### src/rtl/apb_master_if.sv
// Command/response channel and APB bus bundle for the UART register APB initiator.
// The master modport is the initiator's view; the slave modport is the environment's view.
`timescale 1ns/1ps
interface apb_master_if #(
  parameter int DATA_W = 8,
  parameter int ADDR_W = 2
);
  logic              cmd_valid;
  logic              cmd_ready;
  logic              cmd_write;
  logic [ADDR_W-1:0] cmd_addr;
  logic [DATA_W-1:0] cmd_wdata;
  logic              rsp_valid;
  logic              rsp_ready;
  logic [DATA_W-1:0] rsp_rdata;
  logic              rsp_err;
  logic              psel;
  logic              penable;
  logic              pwrite;
  logic [ADDR_W-1:0] paddr;
  logic [DATA_W-1:0] pwdata;
  logic [DATA_W-1:0] prdata;
  logic              pready;
  logic              pslverr;

  modport master (
    input  cmd_valid, cmd_write, cmd_addr, cmd_wdata, rsp_ready, prdata, pready, pslverr,
    output cmd_ready, rsp_valid, rsp_rdata, rsp_err, psel, penable, pwrite, paddr, pwdata
  );

  modport slave (
    output cmd_valid, cmd_write, cmd_addr, cmd_wdata, rsp_ready, prdata, pready, pslverr,
    input  cmd_ready, rsp_valid, rsp_rdata, rsp_err, psel, penable, pwrite, paddr, pwdata
  );
endinterface

### src/rtl/apb_master.sv
// APB initiator: one accepted command becomes one SETUP/ACCESS transfer, with a
// bounded ACCESS phase and a held response channel. All bus outputs are registered.
`timescale 1ns/1ps
module apb_master #(
  parameter int DATA_W  = 8,
  parameter int ADDR_W  = 2,
  parameter int TIMEOUT = 16
) (
  input  logic          pclk,
  input  logic          presetn,
  apb_master_if.master  bus
);

  localparam int              CNT_W    = (TIMEOUT > 0) ? $clog2(TIMEOUT + 1) : 1;
  localparam bit              TO_EN    = (TIMEOUT != 0);
  localparam logic [CNT_W-1:0] CNT_LAST = (TIMEOUT > 0) ? CNT_W'(TIMEOUT - 1) : '0;
  localparam logic [CNT_W-1:0] CNT_MAX  = '1;

  typedef enum logic [1:0] {IDLE, SETUP, ACCESS, RESP} state_e;

  state_e            state_q, state_d;
  logic              psel_q, psel_d;
  logic              penable_q, penable_d;
  logic              pwrite_q, pwrite_d;
  logic [ADDR_W-1:0] paddr_q, paddr_d;
  logic [DATA_W-1:0] pwdata_q, pwdata_d;
  logic              rsp_valid_q, rsp_valid_d;
  logic [DATA_W-1:0] rsp_rdata_q, rsp_rdata_d;
  logic              rsp_err_q, rsp_err_d;
  logic [CNT_W-1:0]  cnt_q, cnt_d;
  logic              timeout_hit;

  assign timeout_hit = TO_EN && (cnt_q == CNT_LAST);

  // NOTE: sequential state uses non-blocking assignments so every register
  // samples the pre-edge values of the others, independent of statement order.
  always_ff @(posedge pclk or negedge presetn) begin
    if (!presetn) begin
      state_q     <= IDLE;
      psel_q      <= 1'b0;
      penable_q   <= 1'b0;
      pwrite_q    <= 1'b0;
      paddr_q     <= '0;
      pwdata_q    <= '0;
      rsp_valid_q <= 1'b0;
      rsp_rdata_q <= '0;
      rsp_err_q   <= 1'b0;
      cnt_q       <= '0;
    end else begin
      state_q     <= state_d;
      psel_q      <= psel_d;
      penable_q   <= penable_d;
      pwrite_q    <= pwrite_d;
      paddr_q     <= paddr_d;
      pwdata_q    <= pwdata_d;
      rsp_valid_q <= rsp_valid_d;
      rsp_rdata_q <= rsp_rdata_d;
      rsp_err_q   <= rsp_err_d;
      cnt_q       <= cnt_d;
    end
  end

  // NOTE: every combinational output is given a default before the case so no
  // path leaves it unassigned, which would otherwise infer a latch.
  always_comb begin
    state_d = state_q;
    case (state_q)
      IDLE:    if (bus.cmd_valid) state_d = SETUP;
      SETUP:   state_d = ACCESS;
      ACCESS:  if (bus.pready || timeout_hit) state_d = RESP;
      RESP:    if (bus.rsp_ready) state_d = IDLE;
      default: state_d = IDLE;
    endcase
  end

  always_comb begin
    psel_d      = psel_q;
    penable_d   = penable_q;
    pwrite_d    = pwrite_q;
    paddr_d     = paddr_q;
    pwdata_d    = pwdata_q;
    rsp_valid_d = rsp_valid_q;
    rsp_rdata_d = rsp_rdata_q;
    rsp_err_d   = rsp_err_q;
    cnt_d       = cnt_q;
    case (state_q)
      IDLE: begin
        psel_d    = 1'b0;
        penable_d = 1'b0;
        if (bus.cmd_valid) begin
          psel_d   = 1'b1;
          pwrite_d = bus.cmd_write;
          paddr_d  = bus.cmd_addr;
          pwdata_d = bus.cmd_wdata;
        end
      end
      SETUP: begin
        penable_d = 1'b1;
        cnt_d     = '0;
      end
      ACCESS: begin
        // pready is checked first so a completing slave beats the timeout.
        if (bus.pready) begin
          psel_d      = 1'b0;
          penable_d   = 1'b0;
          rsp_rdata_d = (pwrite_q || bus.pslverr) ? '0 : bus.prdata;
          rsp_err_d   = bus.pslverr;
          rsp_valid_d = 1'b1;
        end else if (timeout_hit) begin
          psel_d      = 1'b0;
          penable_d   = 1'b0;
          rsp_rdata_d = '0;
          rsp_err_d   = 1'b1;
          rsp_valid_d = 1'b1;
        end else if (cnt_q != CNT_MAX) begin
          cnt_d = cnt_q + 1'b1;
        end
      end
      RESP: begin
        if (bus.rsp_ready) rsp_valid_d = 1'b0;
      end
      default: ;
    endcase
  end

  assign bus.cmd_ready = (state_q == IDLE);
  assign bus.psel      = psel_q;
  assign bus.penable   = penable_q;
  assign bus.pwrite    = pwrite_q;
  assign bus.paddr     = paddr_q;
  assign bus.pwdata    = pwdata_q;
  assign bus.rsp_valid = rsp_valid_q;
  assign bus.rsp_rdata = rsp_rdata_q;
  assign bus.rsp_err   = rsp_err_q;

endmodule

### src/flat_wrapper.sv
// flat-port wrapper written by rule: the top's interface ports become plain ports
module apb_master_flat 
#(
  parameter int DATA_W  = 8,
  parameter int ADDR_W  = 2,
  parameter int TIMEOUT = 16
)
  (pclk, presetn, bus_cmd_valid, bus_cmd_write, bus_cmd_addr, bus_cmd_wdata, bus_rsp_ready, bus_prdata, bus_pready, bus_pslverr, bus_cmd_ready, bus_rsp_valid, bus_rsp_rdata, bus_rsp_err, bus_psel, bus_penable, bus_pwrite, bus_paddr, bus_pwdata);
  apb_master_if #(.DATA_W(DATA_W), .ADDR_W(ADDR_W)) bus_i ();
  input  logic pclk;
  input  logic presetn;
  input wire logic [$bits(bus_i.cmd_valid)-1:0] bus_cmd_valid;
  input wire logic [$bits(bus_i.cmd_write)-1:0] bus_cmd_write;
  input wire logic [$bits(bus_i.cmd_addr)-1:0] bus_cmd_addr;
  input wire logic [$bits(bus_i.cmd_wdata)-1:0] bus_cmd_wdata;
  input wire logic [$bits(bus_i.rsp_ready)-1:0] bus_rsp_ready;
  input wire logic [$bits(bus_i.prdata)-1:0] bus_prdata;
  input wire logic [$bits(bus_i.pready)-1:0] bus_pready;
  input wire logic [$bits(bus_i.pslverr)-1:0] bus_pslverr;
  output wire logic [$bits(bus_i.cmd_ready)-1:0] bus_cmd_ready;
  output wire logic [$bits(bus_i.rsp_valid)-1:0] bus_rsp_valid;
  output wire logic [$bits(bus_i.rsp_rdata)-1:0] bus_rsp_rdata;
  output wire logic [$bits(bus_i.rsp_err)-1:0] bus_rsp_err;
  output wire logic [$bits(bus_i.psel)-1:0] bus_psel;
  output wire logic [$bits(bus_i.penable)-1:0] bus_penable;
  output wire logic [$bits(bus_i.pwrite)-1:0] bus_pwrite;
  output wire logic [$bits(bus_i.paddr)-1:0] bus_paddr;
  output wire logic [$bits(bus_i.pwdata)-1:0] bus_pwdata;
  assign bus_i.cmd_valid = bus_cmd_valid;
  assign bus_i.cmd_write = bus_cmd_write;
  assign bus_i.cmd_addr = bus_cmd_addr;
  assign bus_i.cmd_wdata = bus_cmd_wdata;
  assign bus_i.rsp_ready = bus_rsp_ready;
  assign bus_i.prdata = bus_prdata;
  assign bus_i.pready = bus_pready;
  assign bus_i.pslverr = bus_pslverr;
  assign bus_cmd_ready = bus_i.cmd_ready;
  assign bus_rsp_valid = bus_i.rsp_valid;
  assign bus_rsp_rdata = bus_i.rsp_rdata;
  assign bus_rsp_err = bus_i.rsp_err;
  assign bus_psel = bus_i.psel;
  assign bus_penable = bus_i.penable;
  assign bus_pwrite = bus_i.pwrite;
  assign bus_paddr = bus_i.paddr;
  assign bus_pwdata = bus_i.pwdata;
  apb_master #(.DATA_W(DATA_W), .ADDR_W(ADDR_W), .TIMEOUT(TIMEOUT)) u_core (.pclk(pclk), .presetn(presetn), .bus(bus_i));
endmodule
### config.mk
export PLATFORM = sky130hd
export DESIGN_NAME = apb_master_flat
export DESIGN_NICKNAME = d
export VERILOG_FILES = /design/src/rtl/apb_master_if.sv /design/src/rtl/apb_master.sv /design/src/flat_wrapper.sv
export SDC_FILE = /design/constraint.sdc
export NUM_CORES = 1
export LEC_CHECK = 0
export ABC_CLOCK_PERIOD_IN_PS = 6630
export CAP_MARGIN = 10
export CORE_ASPECT_RATIO = 0.9
export CORE_MARGIN = 8
export CORE_UTILIZATION = 45
export DETAILED_ROUTE_END_ITERATION = 7
export GPL_ROUTABILITY_DRIVEN = 0
export PLACE_DENSITY = 0.86
export SYNTH_ARGS = -nofsm -noshare
export SYNTH_HDL_FRONTEND = slang
export SYNTH_SLANG_ARGS = --single-unit
### constraint.sdc
create_clock -name pclk -period 6.63 [get_ports pclk]
set_input_delay 1.326 -clock pclk [delete_from_list [all_inputs] [get_ports pclk]]
set_output_delay 1.326 -clock pclk [all_outputs]
set_load 0.01 [all_outputs]
==> results of run 1 <==
kinds of logic after synthesis:
family | after synthesis | synth area share
buffers and inverters | 10 | 0.0330
multiplexers | 13 | 0.113
adder cells (fa/ha/maj) | 7 | 0.0679
AND/OR/NAND/NOR | 17 | 0.0747
flip-flops | 30 | 0.582
AO/OA/AOI/OAI | 23 | 0.129
through the flow:
| step | std cells | cell area (um^2) | hold WS, ns | setup slack (ns) | utilization |
|---|---|---|---|---|---|
| after global routing | 194 | 1870 | 0.525 | 3.56 | 0.681 |
| after global placement | 186 | 1810 | 0.487 | 3.58 | 0.659 |
| final | 194 | 1870 | 0.504 | 3.64 | 0.681 |
| after floorplan | 100 | 1290 | 0.469 | 4.10 | - |
| after CTS | 194 | 1870 | 0.510 | 3.62 | 0.681 |
| after detailed placement | 186 | 1810 | 0.491 | 3.53 | 0.659 |
final timing paths:
| kind | endpoint | depth (start not counted) |
|---|---|---|
| max in group asynchronous | u_core.cnt_q[0] | 2 |
| min in group asynchronous | u_core.bus.rsp_rdata[6] | 2 |
| min reg2reg | u_core.cnt_q[2] | 1 |
| min | u_core.cnt_q[2] | 1 |
| max reg2reg | u_core.cnt_q[3] | 6 |
| max | bus_cmd_ready | 3 |
routing by layer:
metal,vias to the layer above,GRT usage
li1,464,-
met1,470,0.135
met2,39,0.206
met3,8,0.0450
met4,0,0.0823
met5,-,0
layout make-up:
class / instances / area (um^2) / share of cell area
clock inverter: 1 / 5.00 / 0.00267
multi-input combinational: 60 / 497 / 0.265
sequential: 30 / 751 / 0.401
tap: 40 / 50.0 / 0.0267
inverter: 7 / 26.3 / 0.0140
clock buffer: 7 / 55.1 / 0.0294
timing repair buffer: 49 / 488 / 0.261
registers in the layout, indices dropped and copies added (netlist names):
signal                cells
u_core.cnt_q              5
u_core.bus.psel           1
u_core.bus.paddr          2
u_core.bus.penable        1
u_core.bus.rsp_err        1
u_core.bus.rsp_rdata      8
u_core.bus.rsp_valid      1
u_core.state_q            2
u_core.bus.pwrite         1
u_core.bus.pwdata         8
where the power goes:
group / switching [W] / internal [W] / leakage [nW] / total, W
clock network: 0.0000584 / 0.0000513 / 0.0353 / 0.000110
registers: 0.0000415 / 0.000254 / 0.379 / 0.000295
logic: 0.000142 / 0.000205 / 0.411 / 0.000347
total: 0.000242 / 0.000510 / 0.825 / 0.000752
cells in the final DEF, fill, tap and decap left out:
master,Yosys,routed
a21boi_0,2,2
a21boi_1,1,1
a22o_1,9,9
and3_1,1,1
buf_4,1,1
clkbuf_1,1,1
clkbuf_4,0,5
clkbuf_8,0,1
clkdlybuf4s50_1,0,48
clkinv_2,0,1
dfrtp_1,30,30
ha_1,7,7
inv_1,7,7
mux2_2,13,13
nand2_1,2,2
nand2b_1,1,1
nand3_1,4,4
nand3b_1,1,1
nor2_1,2,2
nor2b_1,2,2
nor3_1,1,1
nor3b_1,1,1
o211ai_1,1,1
o21ai_0,6,6
o21ai_1,2,2
o31ai_1,1,1
o32a_1,1,1
or3_1,1,1
or4b_1,1,1
==> metrics.md, run 1 <==
| Metric | Value |
|---|---|
| Synth Flop Type | dfrtp_1 |
| Slew margin rel. | 0.563 |
| F_max | 334 MHz |
| Top post-synthesis cells by count | 30 x dfrtp_1, 13 x mux2_2, 9 x a22o_1 |
| Hold Crit Class | flop to flop |
| Worst endpoint required time | 5.30 ns |
| Max Transition Viols Final | 0 |
| Setup Fix Bufs, Post-CTS | 0 |
| Count leader, synth | dfrtp_1 |
| CP top delay family | buffers and inverters |
| Final-layout fill cell count | 216 |
| IO buf count | 48 |
| Met2 Wirelength | 1420 um |
| Vias in the first global route | 1033 |
| First-pass GRT wire length | 4720 um |
| Maximum VDD drop | 0.000191 V |
| Crit path cell chain | inv_1, ha_1, clkdlybuf4s50_1 |
| Final #Nets | 185 |
| Syn nets | 132 |
| Worst path max stage delay | 0.57 ns |
| Slowest cell on crit path | clkdlybuf4s50_1 |
| Yosys Warn Count | 0 |
| Clock Pin Slew Worst Setup and Hold Paths | 0.09 ns |
| Sink Count | 30 |
| Top cells by area, synth | dfrtp_1 58%, mux2_2 11%, ha_1 6.8% |
| Worst reg2reg setup slack | 4.34 ns |
| Cell Area, Synth | 0.00129 mm^2 |
| Cell Pwr Density | 402 mW/mm^2 |
| Synthesis-stage register bit count | 30 |
| Leakage | 0.825 nW |
| Tot GR Track Use | 0.125 |
| DR top layer | met4 |
| Hpwl dp | 2290 um |
| WP buf/inv | 2 |
| Yosys top cell by area | dfrtp_1 |
| Worst Tran Pin Value | 0.652 ns |
| RSZ-0062 raised after global routing | no |
| Die H | 66.8 um |
| DR pass1 iterations | 4 |
| Yosys top cell area share | 0.582 |
| Worst Hold Launch | u_core.cnt_q[2] |
| Vias post-DR | 981 |
| Share of layout cells above drive strength 1 | 0.136 |
| Clk Latency, worst-skew pair | 0.32 ns |
| Final Hold Vio Count | 0 |
| # IOs | 49 |
| CP startpoint | u_core.state_q[0] |
| Setup Crit Path Kind | flop to output pin |
| Number of vias per cell | 5.06 |
| Crit end category | output pin |
| Final Critical Period | 2.99 ns |
| Fin Clk Skew | 0.00562 ns |
| CTS buffer count | 5 |
| Share of synthesized area occupied by flip-flops and latches | 0.582 |
| DR DRC count | 0 |
| Post-synthesis cell type count | 26 |
| CTS Hold Bufs | 0 |
| Synthesized area per cell | 12.9 um^2 |
| Post-cts sizing count | 0 |
| Setup TNS Final | 0 ns |
| Overall die width | 72.4 um |
| Cell Rows | 18 |
| Metal3 WL | 239 um |
| Routed Antenna Nets | 0 |
| Crit path launch type | flop |
| Outcome | complete, no violations |
| Largest net degree at the start of global routing | 31 |
| Area grow syn2layout | 45.1% |
| Final setup fails | 0 |
| Max Buffers Root-to-Sink | 2 |
| CTS tree | yes |
| Root buf cell | clkbuf_4 |
| Wl on met1 | 1180 um |
| Crit path max fanout | 5 |
| Iteration-0 DRC count of the detailed router | 42 |
| Routed WL | 2920 um |
| WL/cell | 15.0 um |
| Initial antenna violation count | 0 |
| Cell count after synthesis | 100 |
| Fin crit share | 0.451 |
| Starting Density | 0.469 |
| Data arrival, critical path | 1.67 ns |
| Antenna diode count | 0 |
| CTS H-tree depth | 2 |
| Overall Power | 0.000752 W |
| Critical R2R Launch | u_core.cnt_q[0] |
| Post-synth EDFFs | 0 |
| Die area | 0.00484 mm^2 |
| Max-cap violations | 0 |
| GRT overflow | 0 |
| Core area | 0.00275 mm^2 |
| Asr flop ratio synth | 1.00 |
Power figures use the tool's default switching activity.
==> inputs of run 2 (changes only) <==
Settings changed: ABC_CLOCK_PERIOD_IN_PS 6630 to 2430, CORE_UTILIZATION 45 to 39, PLACE_DENSITY 0.86 to 0.79.
Clock period 6.63 ns to 2.43 ns, I/O delays scaled along.
==> metrics.md, run 2 (synthesized netlist as in run 1, its figures left out) <==
| Metric | Value |
|---|---|
| Routed Antenna Nets | 0 (unchanged) |
| Post-cts sizing count | 0 (unchanged) |
| Worst reg2reg setup slack | 0.34 ns (-4.00 ns) |
| Final Critical Period | 2.09 ns |
| Core area | 0.00328 mm^2 (+19%) |
| Hold Crit Class | flop to flop |
| RSZ-0062 raised after global routing | no |
| Seq pwr share | 0.374 (-0.018) |
| Antenna diode count | 0 (unchanged) |
| Area grow syn2layout | 49.1% |
| Max Transition Viols Final | 0 (unchanged) |
| Root buf cell | clkbuf_8 |
| Setup Fix Bufs, Post-CTS | 0 (unchanged) |
| Slowest cell on crit path | or4b_1 |
| Initial antenna violation count | 0 (unchanged) |
| Data arrival, critical path | 2.24 ns (+0.57 ns) |
| Fin Clk Skew | 0.00350 ns (-0.00212 ns) |
| Starting Density | 0.394 (-0.0760) |
| Crit end category | flop |
| Overall die width | 76.6 um (+5.8%) |
| Routed WL | 3000 um (+2.9%) |
| First-pass GRT wire length | 4950 um (+5.0%) |
| WL/cell | 15.0 um (-0.17%) |
| F_max | 480 MHz |
| Setup Crit Path Kind | flop to flop |
| Crit path launch type | flop |
| Number of vias per cell | 4.95 (-2.2%) |
| Dpl cells | 192 (+3.2%) |
| GRT overflow | 0 (unchanged) |
| Crit path cell chain | ha_1, and3_1, ha_1, or4b_1, buf_4, o211ai_1, o31ai_1 |
| Clk Latency, worst-skew pair | 0.27 ns (-0.05 ns) |
| Clock power share | 0.183 (+0.037) |
| CTS tree | yes |
| CP top delay family | simple AND/OR/NAND/NOR gates |
| # IOs | 49 (unchanged) |
| Hpwl dp | 2360 um (+2.9%) |
| Worst R2R Path Depth | 7 (+1) |
| Hold Path Stages | 1 (unchanged) |
| Final #Nets | 187 (+1.1%) |
| Max-cap violations | 0 (unchanged) |
| Die H | 70.6 um (+5.6%) |
| Slew margin rel. | 0.641 (+0.0783) |
| Share of layout cells above drive strength 1 | 0.147 (+0.0111) |
| Maximum VDD drop | 0.000614 V (+220%) |
| Post-Route Utilization | 0.587 (-0.0946) |
| Tot GR Track Use | 0.118 (-0.00742) |
| Cell Int Power | 0.00149 W (+190%) |
| Sw Share | 0.312 (-0.0101) |
| Fin crit share | 0.858 |
| Worst Tran Pin Value | 0.538 ns (-0.114 ns) |
| Levels on crit path | 7 (+4) |
| Most frequent cells in the layout | 48 x clkdlybuf4s50_1, 30 x dfrtp_1, 13 x mux2_2, 9 x a22o_1 |
| Die area | 0.00541 mm^2 (+12%) |
| CTS H-tree depth | 2 (unchanged) |
| Crit path max fanout | 9 (+4) |
| DR DRC count | 0 (unchanged) |
| Finished Layout Cells | 200 (+3.1%) |
| Worst endpoint required time | 2.58 ns (-2.72 ns) |
| Clock Pin Slew Worst Setup and Hold Paths | 0.06 ns (-0.03 ns) |
| Worst hold slack | 0.503 ns (-0.000746 ns) |
| Vias in the first global route | 1013 (-1.9%) |
| Final setup fails | 0 (unchanged) |
| Final Hold Vio Count | 0 (unchanged) |
| IO buf count | 48 (unchanged) |
| Slack of the critical path | 0.345 ns (-3.29 ns) |
| DR pass1 iterations | 4 (unchanged) |
| Largest net degree at the start of global routing | 31 (unchanged) |
| CTS buffer count | 5 (unchanged) |
| Vias post-DR | 989 (+0.82%) |
| Sink Count | 30 (unchanged) |
| Setup TNS Final | 0 ns (unchanged) |
| Cell Pwr Density | 1130 mW/mm^2 (+180%) |
| Combinational Power Share | 0.443 (-0.019) |
| CP most frequent cell | ha_1 |
| Max Buffers Root-to-Sink | 2 (unchanged) |
| Switching power | 0.000676 W (+180%) |
| Commonest non-fill, non-tap cell in the layout | clkdlybuf4s50_1 |
| WP buf/inv | 1 (-1) |
| Cell Rows | 20 (+2) |
| Outcome | complete, no violations |
| Post-place setup slack | 0.326 ns (-3.21 ns) |
| Worst path max stage delay | 0.49 ns (-0.08 ns) |
| CTS Hold Bufs | 0 (unchanged) |
| Iteration-0 DRC count of the detailed router | 43 (+2.4%) |
| Leakage | 0.847 nW (+2.6%) |
run 2: cell types whose count changed in the layout (fill, tap and decap cells not counted):
| cell | before | now |
|---|---|---|
| clkbuf_4 | 5 | 0 |
| buf_4 | 1 | 3 |
| clkbuf_8 | 1 | 6 |
run 2: final cells by class:
class	count	area, um^2
sequential	30	751
inverter	7	26.3
timing repair buffer	51	503
clock inverter	1	5.00
tap	44	55.1
multi-input combinational	60	497
fill	265	1360
clock buffer	7	86.3
run 2: path summary, 6_finish.rpt:
kind                                     startpoint                       to
worst max-delay path                u_core.cnt_q[0]          u_core.cnt_q[2]
worst min-delay path            u_core.bus.paddr[1]      u_core.bus.paddr[1]
worst max register to register      u_core.cnt_q[0]          u_core.cnt_q[2]
worst min register to register  u_core.bus.paddr[1]      u_core.bus.paddr[1]
max in group asynchronous                   presetn  u_core.bus.rsp_rdata[4]
min in group asynchronous                   presetn          u_core.cnt_q[3]
run 2: per-stage QoR:
step	power, W	instance area [um^2]
detailed placement	0.00179	1830
global route	0.00233	1920
finish	0.00217	1920
global placement	0.00175	1830
CTS	0.00221	1920
floorplan	0.00129	1290
run 2: power by group through the flow:
stage	sequential, W	clock (W)	combinational (W)
6_report	0.000810	0.000397	0.000960
5_1_grt	0.000834	0.000441	0.00105
4_1_cts	0.000811	0.000416	0.000981
3_5_place_dp	0.000818	0	0.000976
3_3_place_gp	0.000804	0	0.000945
2_1_floorplan	0.000879	0	0.000413
run 2: metal layers:
| metal | vias up | global-route usage | part of all wire |
|---|---|---|---|
| met5 | - | 0 | 0 |
| met4 | 0 | 0.0704 | 0.021 |
| met3 | 6 | 0.0608 | 0.10 |
| met2 | 43 | 0.173 | 0.45 |
| met1 | 475 | 0.135 | 0.42 |
| li1 | 465 | - | - |
==> inputs of run 3 (changes only) <==
Settings changed: CAP_MARGIN 10 to default.
==> results of run 3 <==
The final DEF is identical to that of run 2; final timing and power are the same.
